File: src/rtl/spi_clk_pkg.sv
// Shared types and helpers for the SPI clock generator.
// The lock counter is built only when SPI_CLK_GEN_LOCK_EN is defined.
package spi_clk_pkg;

    localparam int SPI_DIV_W = 8;

    typedef struct packed {
        logic [SPI_DIV_W-1:0] half_div;
        logic                 cpol;
    } spi_clk_cfg_t;

    // A half-period of zero would stall the counter, so it runs as one.
    function automatic logic [31:0] eff_div(input logic [31:0] half_div);
        logic [31:0] eff_v;
        if (half_div == 32'd0) begin
            eff_v = 32'd1;
        end else begin
            eff_v = half_div;
        end
        return eff_v;
    endfunction

endpackage

File: src/rtl/spi_clk_chan.sv
// One SCK channel: half-period counter, phase, edge strobes and lock indication.
// Macro SPI_CLK_GEN_LOCK_EN builds the full-period lock counter.
module spi_clk_chan
    import spi_clk_pkg::*;
#(
    parameter int DIV_W            = 8,
    parameter int DEFAULT_HALF_DIV = 4,
    parameter int LOCK_PERIODS     = 4
) (
    input  logic             clk_in1,
    input  logic             reset,
    input  logic             enable,
    input  logic             apply,
    input  logic [DIV_W-1:0] apply_half_div,
    input  logic             apply_cpol,
    output logic             period_end,
    output logic             sck,
    output logic             sck_b,
    output logic             rise_stb,
    output logic             fall_stb,
    output logic             locked
);

    logic [DIV_W-1:0] cnt_r;
    logic [DIV_W-1:0] half_div_r;
    logic             phase_r;
    logic             cpol_r;
    logic             sck_r;
    logic             sck_b_r;
    logic             rise_r;
    logic             fall_r;
    logic             locked_r;

    logic [DIV_W-1:0] eff_s;
    logic [DIV_W-1:0] cnt_s;
    logic [DIV_W-1:0] half_div_s;
    logic             phase_s;
    logic             cpol_s;
    logic             term_s;
    logic             sck_s;

    // Terminal count and full-period detection for the current divider.
    always_comb begin
        eff_s      = DIV_W'(eff_div(32'(half_div_r)));
        term_s     = (cnt_r == (eff_s - DIV_W'(1'b1)));
        period_end = enable & phase_r & term_s;
    end

    // Next channel state; an apply overrides both the terminal toggle and disable.
    always_comb begin
        cnt_s      = cnt_r;
        phase_s    = phase_r;
        half_div_s = half_div_r;
        cpol_s     = cpol_r;
        if (apply) begin
            half_div_s = apply_half_div;
            cpol_s     = apply_cpol;
            cnt_s      = '0;
            phase_s    = 1'b0;
        end else if (!enable) begin
            cnt_s   = '0;
            phase_s = 1'b0;
        end else if (term_s) begin
            cnt_s   = '0;
            phase_s = ~phase_r;
        end else begin
            cnt_s = cnt_r + DIV_W'(1'b1);
        end
        sck_s = phase_s ^ cpol_s;
    end

    // Channel registers; strobes compare the new SCK level with the old one.
    always_ff @(posedge clk_in1) begin
        if (reset) begin
            cnt_r      <= '0;
            phase_r    <= 1'b0;
            half_div_r <= DIV_W'(DEFAULT_HALF_DIV);
            cpol_r     <= 1'b0;
            sck_r      <= 1'b0;
            sck_b_r    <= 1'b1;
            rise_r     <= 1'b0;
            fall_r     <= 1'b0;
        end else begin
            cnt_r      <= cnt_s;
            phase_r    <= phase_s;
            half_div_r <= half_div_s;
            cpol_r     <= cpol_s;
            sck_r      <= sck_s;
            sck_b_r    <= ~sck_s;
            rise_r     <= sck_s & ~sck_r;
            fall_r     <= ~sck_s & sck_r;
        end
    end

`ifdef SPI_CLK_GEN_LOCK_EN
    localparam int LOCK_W = (LOCK_PERIODS < 1) ? 1 : $clog2(LOCK_PERIODS + 1);

    logic [LOCK_W-1:0] lock_cnt_r;
    logic [LOCK_W-1:0] lock_cnt_s;

    // Count completed full periods, saturating at the lock threshold.
    always_comb begin
        lock_cnt_s = lock_cnt_r;
        if (apply || !enable) begin
            lock_cnt_s = '0;
        end else if (phase_r && term_s && (lock_cnt_r != LOCK_W'(LOCK_PERIODS))) begin
            lock_cnt_s = lock_cnt_r + LOCK_W'(1'b1);
        end else begin
            lock_cnt_s = lock_cnt_r;
        end
    end

    // Lock counter and lock flag registers.
    always_ff @(posedge clk_in1) begin
        if (reset) begin
            lock_cnt_r <= '0;
            locked_r   <= 1'b0;
        end else begin
            lock_cnt_r <= lock_cnt_s;
            locked_r   <= (lock_cnt_s == LOCK_W'(LOCK_PERIODS));
        end
    end
`else
    // Without a lock counter the channel reports locked once reset releases.
    always_ff @(posedge clk_in1) begin
        if (reset) begin
            locked_r <= 1'b0;
        end else begin
            locked_r <= 1'b1;
        end
    end
`endif

    assign sck      = sck_r;
    assign sck_b    = sck_b_r;
    assign rise_stb = rise_r;
    assign fall_stb = fall_r;
    assign locked   = locked_r;

endmodule

File: src/rtl/spi_clk_gen.sv
// NUM_CH independent SPI clocks with a shared single-slot reconfiguration port.
// Macro SPI_CLK_GEN_LOCK_EN enables per-channel lock counting.
module spi_clk_gen
    import spi_clk_pkg::*;
#(
    parameter int NUM_CH           = 2,
    parameter int DIV_W            = 8,
    parameter int DEFAULT_HALF_DIV = 4,
    parameter int LOCK_PERIODS     = 4,
    localparam int CH_W            = (NUM_CH > 1) ? $clog2(NUM_CH) : 1
) (
    input  logic              clk_in1,
    input  logic              reset,
    input  logic [NUM_CH-1:0] enable,
    input  logic              cfg_valid,
    output logic              cfg_ready,
    input  logic [CH_W-1:0]   cfg_ch,
    input  logic [DIV_W-1:0]  cfg_half_div,
    input  logic              cfg_cpol,
    output logic [NUM_CH-1:0] sck,
    output logic [NUM_CH-1:0] sck_b,
    output logic [NUM_CH-1:0] rise_stb,
    output logic [NUM_CH-1:0] fall_stb,
    output logic [NUM_CH-1:0] locked
);

    logic              pend_valid_r;
    logic [CH_W-1:0]   pend_ch_r;
    logic [DIV_W-1:0]  pend_half_div_r;
    logic              pend_cpol_r;
    logic              cfg_ready_r;

    logic              accept_s;
    logic              ch_ok_s;
    logic              apply_any_s;
    logic [NUM_CH-1:0] apply_s;
    logic [NUM_CH-1:0] period_end_s;

    // Handshake decode; out-of-range channels are accepted but never pended.
    always_comb begin
        accept_s = cfg_valid & cfg_ready_r;
        ch_ok_s  = (32'(cfg_ch) < NUM_CH);
    end

    // Apply the pending entry when its channel is idle or closes a full period.
    always_comb begin
        apply_s = '0;
        for (int i = 0; i < NUM_CH; i++) begin
            if (pend_valid_r && (32'(pend_ch_r) == i) && (!enable[i] || period_end_s[i])) begin
                apply_s[i] = 1'b1;
            end else begin
                apply_s[i] = 1'b0;
            end
        end
        apply_any_s = |apply_s;
    end

    // Pending slot and ready flag; ready returns one edge after the slot empties.
    always_ff @(posedge clk_in1) begin
        if (reset) begin
            pend_valid_r    <= 1'b0;
            pend_ch_r       <= '0;
            pend_half_div_r <= '0;
            pend_cpol_r     <= 1'b0;
            cfg_ready_r     <= 1'b1;
        end else begin
            if (accept_s) begin
                pend_valid_r    <= ch_ok_s;
                pend_ch_r       <= cfg_ch;
                pend_half_div_r <= cfg_half_div;
                pend_cpol_r     <= cfg_cpol;
            end else if (apply_any_s) begin
                pend_valid_r <= 1'b0;
            end else begin
                pend_valid_r <= pend_valid_r;
            end
            cfg_ready_r <= ~pend_valid_r & ~accept_s;
        end
    end

    assign cfg_ready = cfg_ready_r;

    for (genvar g = 0; g < NUM_CH; g++) begin : g_ch
        spi_clk_chan #(
            .DIV_W            (DIV_W),
            .DEFAULT_HALF_DIV (DEFAULT_HALF_DIV),
            .LOCK_PERIODS     (LOCK_PERIODS)
        ) u_chan (
            .clk_in1        (clk_in1),
            .reset          (reset),
            .enable         (enable[g]),
            .apply          (apply_s[g]),
            .apply_half_div (pend_half_div_r),
            .apply_cpol     (pend_cpol_r),
            .period_end     (period_end_s[g]),
            .sck            (sck[g]),
            .sck_b          (sck_b[g]),
            .rise_stb       (rise_stb[g]),
            .fall_stb       (fall_stb[g]),
            .locked         (locked[g])
        );
    end

endmodule

File: config.mk
export PLATFORM = sky130hd
export DESIGN_NAME = spi_clk_gen
export DESIGN_NICKNAME = d
export VERILOG_FILES = /design/src/rtl/spi_clk_pkg.sv /design/src/rtl/spi_clk_chan.sv /design/src/rtl/spi_clk_gen.sv
export SDC_FILE = /design/constraint.sdc
export NUM_CORES = 1
export LEC_CHECK = 0
export ABC_AREA = 1
export CAP_MARGIN = 20
export CORE_MARGIN = 4
export CORE_UTILIZATION = 50
export CTS_CLUSTER_SIZE = 24
export DETAILED_ROUTE_END_ITERATION = 8
export PLACE_DENSITY = 0.75
export SLEW_MARGIN = 0
export SYNTH_ARGS = -nofsm -noshare
export SYNTH_HDL_FRONTEND = slang
export SYNTH_SLANG_ARGS = --single-unit
File: constraint.sdc
create_clock -name clk_in1 -period 2.7 [get_ports clk_in1]
set_input_delay 0.27 -clock clk_in1 [delete_from_list [all_inputs] [get_ports clk_in1]]
set_output_delay 0.27 -clock clk_in1 [all_outputs]
set_load 0.01 [all_outputs]
## Word-level counts from Yosys, hierarchy flattened

Cells that the tools add are included.

- Equal/unequal tests: 2
- Reductions and logical operators: 14
- Muxes and demuxes: 15
- Multiply operators: 0
- $add $sub $neg: 4
- Div/mod/pow operators: 0
- Bitwise logic cells: 23
- Magnitude comparators: 0
- Shifts and indexed selects: 0

Operators by type and width:

| cell | count |
|---|---|
| adder 8 x 1 -> 8 bit, second input constant | 2 |
| equality test 8 bit | 2 |
| zero test 8 bit | 2 |
| 2-to-1 mux 8 bit | 2 |
| subtractor 8 x 1 -> 8 bit, second input constant | 2 |
| 2-to-1 mux 1 bit | 13 |
| inverter 1 bit | 11 |
| AND 1 bit | 10 |
| OR reduction 4 bit | 2 |
| logical AND 1 bit | 4 |
| zero test 1 bit | 2 |
| logical OR 1 bit | 2 |
| nonzero test 2 bit | 1 |
| OR reduction 2 bit | 1 |
| bitwise XOR 1 bit | 2 |

- Register bits: 57
- Memory bits (read-only): 0
- Memories: 0
- Bits of input ports: 15
- Output and inout bits: 11
- Bits in writable memories: 0
- Bits in latches: 0
- Logic and storage cells: 80

## Longest topological paths before layout

- Word-level depth: 12
- Depth in mapped cells: 20
- Gate-level depth less buffers: 20

## Modules after synthesis

A second synthesis with hierarchy kept.

- Cells, all modules: 397
- Area, all modules: 2808.9 um^2

Modules (own cells, without submodules):

| module | area an instance (um^2) | cells an instance | instances | seq. area each (um^2) |
|---|---|---|---|---|
| spi_clk_chan | 1171.1 | 167 | 2 | 460.4 |
| spi_clk_gen | 466.7 | 63 | 1 | 240.2 |

## Least setup slack after synthesis

No wires, ideal clock.

- Path kind: reg2reg
- Start: register g_ch[0].u_chan.half_div_r[2]
- End: register g_ch[0].u_chan.half_div_r[6]
- Slack: 508 ps
- Cell stages (with the launch flop): 19
- Setup time: 119 ps
- Clock period less this slack: 2192 ps
- Buffers on the path: 1
- Arrival: 2074 ps
- Required time: 2581 ps
- Cell sequence: dfxtp_1 nor2_2 nand2_2 nor2_4 nor2_4 ha_1 inv_1 nand2_1 nand3_1 nand2_1 nor2_1 nand3_1 nor2_4 nand4_2 nand2_4 nand2_4 buf_6 o21ai_1 a21oi_1

- Longest elaborated chain between the ends: 8

Ends and longest elaborated chain:

| element | line | source |
|---|---|---|
| start, declared | spi_clk_chan.sv:25 | `logic [DIV_W-1:0] half_div_r;` |
| start signal, assigned | spi_clk_chan.sv:77 | `half_div_r <= DIV_W'(DEFAULT_HALF_DIV);` |
| start signal, assigned | spi_clk_chan.sv:86 | `half_div_r <= half_div_s;` |
| zero test 8 bit | spi_clk_pkg.sv:15 | `if (half_div == 32'd0) begin` |
| 2-to-1 mux 8 bit * | spi_clk_pkg.sv:15 |  |
| subtractor 8 x 1 -> 8 bit * | spi_clk_chan.sv:45 | `term_s = (cnt_r == (eff_s - DIV_W'(1'b1)));` |
| equality test 8 bit * | spi_clk_chan.sv:45 |  |
| AND 1 bit * | spi_clk_chan.sv:46 | `period_end = enable & phase_r & term_s;` |
| logical OR 1 bit * | spi_clk_gen.sv:49 | `if (pend_valid_r && (32'(pend_ch_r) == i) && (!enable[i] \|\| period_end_s[i])) begin` |
| logical AND 1 bit * | spi_clk_gen.sv:49 |  |
| 2-to-1 mux 1 bit * | spi_clk_gen.sv:49 |  |

Every way passes the cells marked *; elsewhere a longest branch is shown, timed or not.
A chain may end at the register's enable or synchronous reset.

## Final worst setup path

- Start: register g_ch[0].u_chan.half_div_r[3]
- End: register g_ch[0].u_chan.rise_r

- Longest elaborated chain between the ends: 11
- Elaborated cells on any way between the ends: 14
- Those cells by class: add/sub (1); eq/ne (1); mux (6); bitwise (3); reduce/logical (3)

Ends and longest elaborated chain:

| element | line | source |
|---|---|---|
| zero test 8 bit | spi_clk_pkg.sv:15 |  |
| 2-to-1 mux 8 bit * | spi_clk_pkg.sv:15 |  |
| subtractor 8 x 1 -> 8 bit * | spi_clk_chan.sv:45 |  |
| equality test 8 bit * | spi_clk_chan.sv:45 |  |
| AND 1 bit | spi_clk_chan.sv:46 |  |
| logical OR 1 bit | spi_clk_gen.sv:49 |  |
| logical AND 1 bit | spi_clk_gen.sv:49 |  |
| 2-to-1 mux 1 bit | spi_clk_gen.sv:49 |  |
| 2-to-1 mux 1 bit | spi_clk_chan.sv:55 | `if (apply) begin` |
| bitwise XOR 1 bit * | spi_clk_chan.sv:69 | `sck_s = phase_s ^ cpol_s;` |
| AND 1 bit * | spi_clk_chan.sv:90 | `rise_r <= sck_s & ~sck_r;` |
| end signal, assigned | spi_clk_chan.sv:90 |  |
| end, declared | spi_clk_chan.sv:30 | `logic rise_r;` |

Marked as above.

==> key figures <==
Pwr
  • Power Density: 571 nW/um2
  • Total Power: 1.92 mW
  • Maximum VDD drop: 0.433 mV
  • Static Leak: ~1.5 nW

Finish
  • Final core occ: 60.8%
  • Fin area: approximately 3400 um2
  • Post-Layout Cell Count: 494
  • Area Overhead vs Synth: 16.6%
  • Number of diodes: 0
  • Layout fillers: 506
  • Fin nets: ~440
  • Layout cells sized above 1: about 16%

Timing
  • Slew @ Worst Pin: 509 ps
  • Fin Clk Skew: 7.96 ps
  • Unrepaired setup endpoints after global routing: no
  • Setup TNS Final: 0 ps
  • Max Clk Rate: around 400 MHz
  • Slew HR: 66.0%
  • Final cycle utilization of the critical path: 90.8%
  • Final WS setup: 250 ps
  • Slew Viols, Final: 0
  • Minimum clock period: about 2500 ps
  • Final setup violation count: 0
  • Hold WS: ~450 ps
  • Hold Vio Cnt, Final: 0

Worst setup path
  • CP max-delay cell: dfxtp_1
  • Worst setup SP type: flop
  • Critical-path cell list: nor2_2 -> nand2_2 -> nor2_4 -> nor2_4 -> ha_2 -> inv_1 -> nand2_1 -> nand3_1 -> nand2_1 -> nor2_2 -> nand3_2 -> nor2_4 -> nand4_2 -> nand2_4 -> nand2_8 -> nand2_2 -> nand3_2 -> nand3_4 -> nor2_2
  • Max FO, Critical Path: 17
  • Delay of the slowest cell on the worst path: 360 ps
  • Endpoint type of the worst setup path: flop
  • Worst EP arrival: roughly 2700 ps
  • Crit Path Class: reg2reg
  • Critical Path RT: 2930 ps

Clock tree
  • CTS sink count: 57
  • Resize count post-CTS: 0
  • Clock buffer depth: 2
  • CTS tree: built
  • CTS H-Tree Depth: 3
  • Clock latency on the worst-skew pair: 330 ps
  • Root buf cell: clkbuf_8
  • CTS clk-pin slew, worst paths: 70 ps
  • Post-CTS Hold Buffers: 0
  • Post-CTS setup buffers: 0
  • TritonCTS Buffers: 9

Floorplanning
  • IO Count: 26
  • Core area: approximately 5500 um2
  • Die area: 7050 um2
  • Die Width: 84.0 um
  • Die height: 84.0 um
  • Rows: 27
  • Initial Utilization: 52.1%

Min path
  • Hold Crit Class: reg2reg

Yosys
  • Largest cells by area after synthesis: dfxtp_1 (40%), nand2_1 (8.3%), nor2_1 (7.5%)
  • Syn nets: 412
  • Synth cell count leaders: nand2_1 (64), nor2_1 (58), dfxtp_1 (57), inv_1 (49), nand3_1 (23)
  • Yosys warnings: 0
  • Syn Area/Cell: 7.34 um2
  • Post-synth top area cell: dfxtp_1
  • Number of synthesized register bits: 57
  • Distinct cells, synth: 31
  • Synthesized area: 2890 um2
  • Post-synth top area share: between 30% and 40%
  • Number of synthesized flops with an enable pin: 0
  • Most frequent cell after synthesis: nand2_1
  • Asr flop ratio synth: 0%
  • Sequential share of the synthesized area: 39.5%
  • Synth Instances: 393
  • Dominant synthesized flop cell: dfxtp_1

Global routing
  • Largest net degree at the start of global routing: 18
  • Global router's overall resource usage: between 15 and 20%
  • Remaining Overflow, GRT: 0
  • Met3 Resource Use GR: 4.34%
  • Met1 usage: 20.9%
  • Number of global-route vias before repair: 2314
  • First-pass GRT wire length: just under 10 mm
  • Antenna violations before repair: 0
  • Met2 Use GR: a little over a quarter
  • Global routing's busiest layer: met2

Place
  • Placed Area: 3140 um2
  • DP Worst Slack: 189 ps
  • Post-Place Cells: ~480
  • Post-DP HPWL: 4.27 mm
  • Final RePlAce weighted congestion: 0.872
  • PortBufs: 25

Drt
  • Vias/cell: 4.95
  • Vias: 2443
  • Total Wirelength: between 5 and 6 mm
  • Routed length per instance: 11.9 um
  • DRC: 0
  • Routed Antenna Nets: 0
  • DRT Pass-1 Iters: 4
  • DR iter-0 viols: 145

Run status
  • Status: completed

Run
  • Max Cap Viol: 0
==> critical path, delay by kind of cell, from the launching register on <==
kind                     cells  cell delay, ps
adder cells (fa/ha/maj)      1             210
buffers and inverters        1              70
flip-flops                   1             360
AND/OR/NAND/NOR             17            1700
==> state kept, by name, indices dropped and copies added (netlist names) <==
register                flops
pend_half_div_r             8
g_ch.u_chan.locked          1
cfg_ready                   1
g_ch.u_chan.phase_r         2
pend_cpol_r                 1
pend_valid_r                1
g_ch.u_chan.fall_stb        2
g_ch.u_chan.half_div_r     16
g_ch.u_chan.rise_stb        2
g_ch.u_chan.cpol_r          2
g_ch.u_chan.sck             2
g_ch.u_chan.sck_b           2
pend_ch_r                   1
g_ch.u_chan.cnt_r          16
==> path summary, 6_finish.rpt <==
| kind | start | to | slack [ps] | depth (start not counted) |
|---|---|---|---|---|
| setup / recovery | g_ch[0].u_chan.half_div_r[3] | g_ch[0].u_chan.rise_stb | 250 | 19 |
| setup reg to reg | g_ch[0].u_chan.half_div_r[3] | g_ch[0].u_chan.rise_stb | 250 | 19 |
| hold / removal | g_ch[1].u_chan.sck | g_ch[1].u_chan.rise_stb | 450 | 1 |
| hold reg to reg | g_ch[1].u_chan.sck | g_ch[1].u_chan.rise_stb | 450 | 1 |
==> cell type report <==
class	instances	area (um2)	area share, %
Clock buffer	9	124	3.68
Clock inverter	7	71.3	2.12
Inverter	57	214	6.35
Multi-Input combinational cell	263	1450	42.9
Sequential cell	57	1140	33.9
Tap cell	72	90.1	2.68
Timing Repair Buffer	29	280	8.32
==> cell families (layout without fill, tap and decap cells) <==
| logic type | Yosys count | after routing | synth area share, % |
|---|---|---|---|
| DFF | 57 | 57 | 39.5 |
| adders and majority gates | 4 | 4 | 1.73 |
| AOI/OAI and AO/OA | 48 | 48 | 8.80 |
| and+or+nand+nor | 192 | 192 | 32.9 |
| xor gates and xnor gates | 19 | 19 | 5.77 |
| buffers and inverters | 73 | 102 | 11.3 |
==> where the power goes <==
part / internal [mW] / switching [mW] / total (mW)
sequential: 0.874 / 0.0303 / 0.905
clock: 0.423 / 0.354 / 0.777
combinational: 0.0991 / 0.142 / 0.241
total: 1.40 / 0.526 / 1.92
==> cells in the final DEF (no fill, tap or decap), drive strengths merged <==
cell	n
o21ai	26
nor3b	3
clkbuf	9
nand3b	1
nand3	32
xor2	13
a31oi	1
a21oi	19
bufinv	1
buf	4
xnor2	6
clkinv	5
nand4	6
dfxtp	57
nor2	68
clkdlybuf4s50	25
clkinvlp	3
nand2	77
ha	4
nor3	5
o211ai	2
inv	55
==> routing by layer <==
metal / vias up / wire, um / part of all wire, %
met5: - / 0 / 0
met4: 0 / 134 / 2.3
met3: 12 / 250 / 4.3
met2: 56 / 2670 / 45
met1: 1101 / 2810 / 48
li1: 1274 / - / -
No activity file was read; power rests on OpenSTA's default activity.
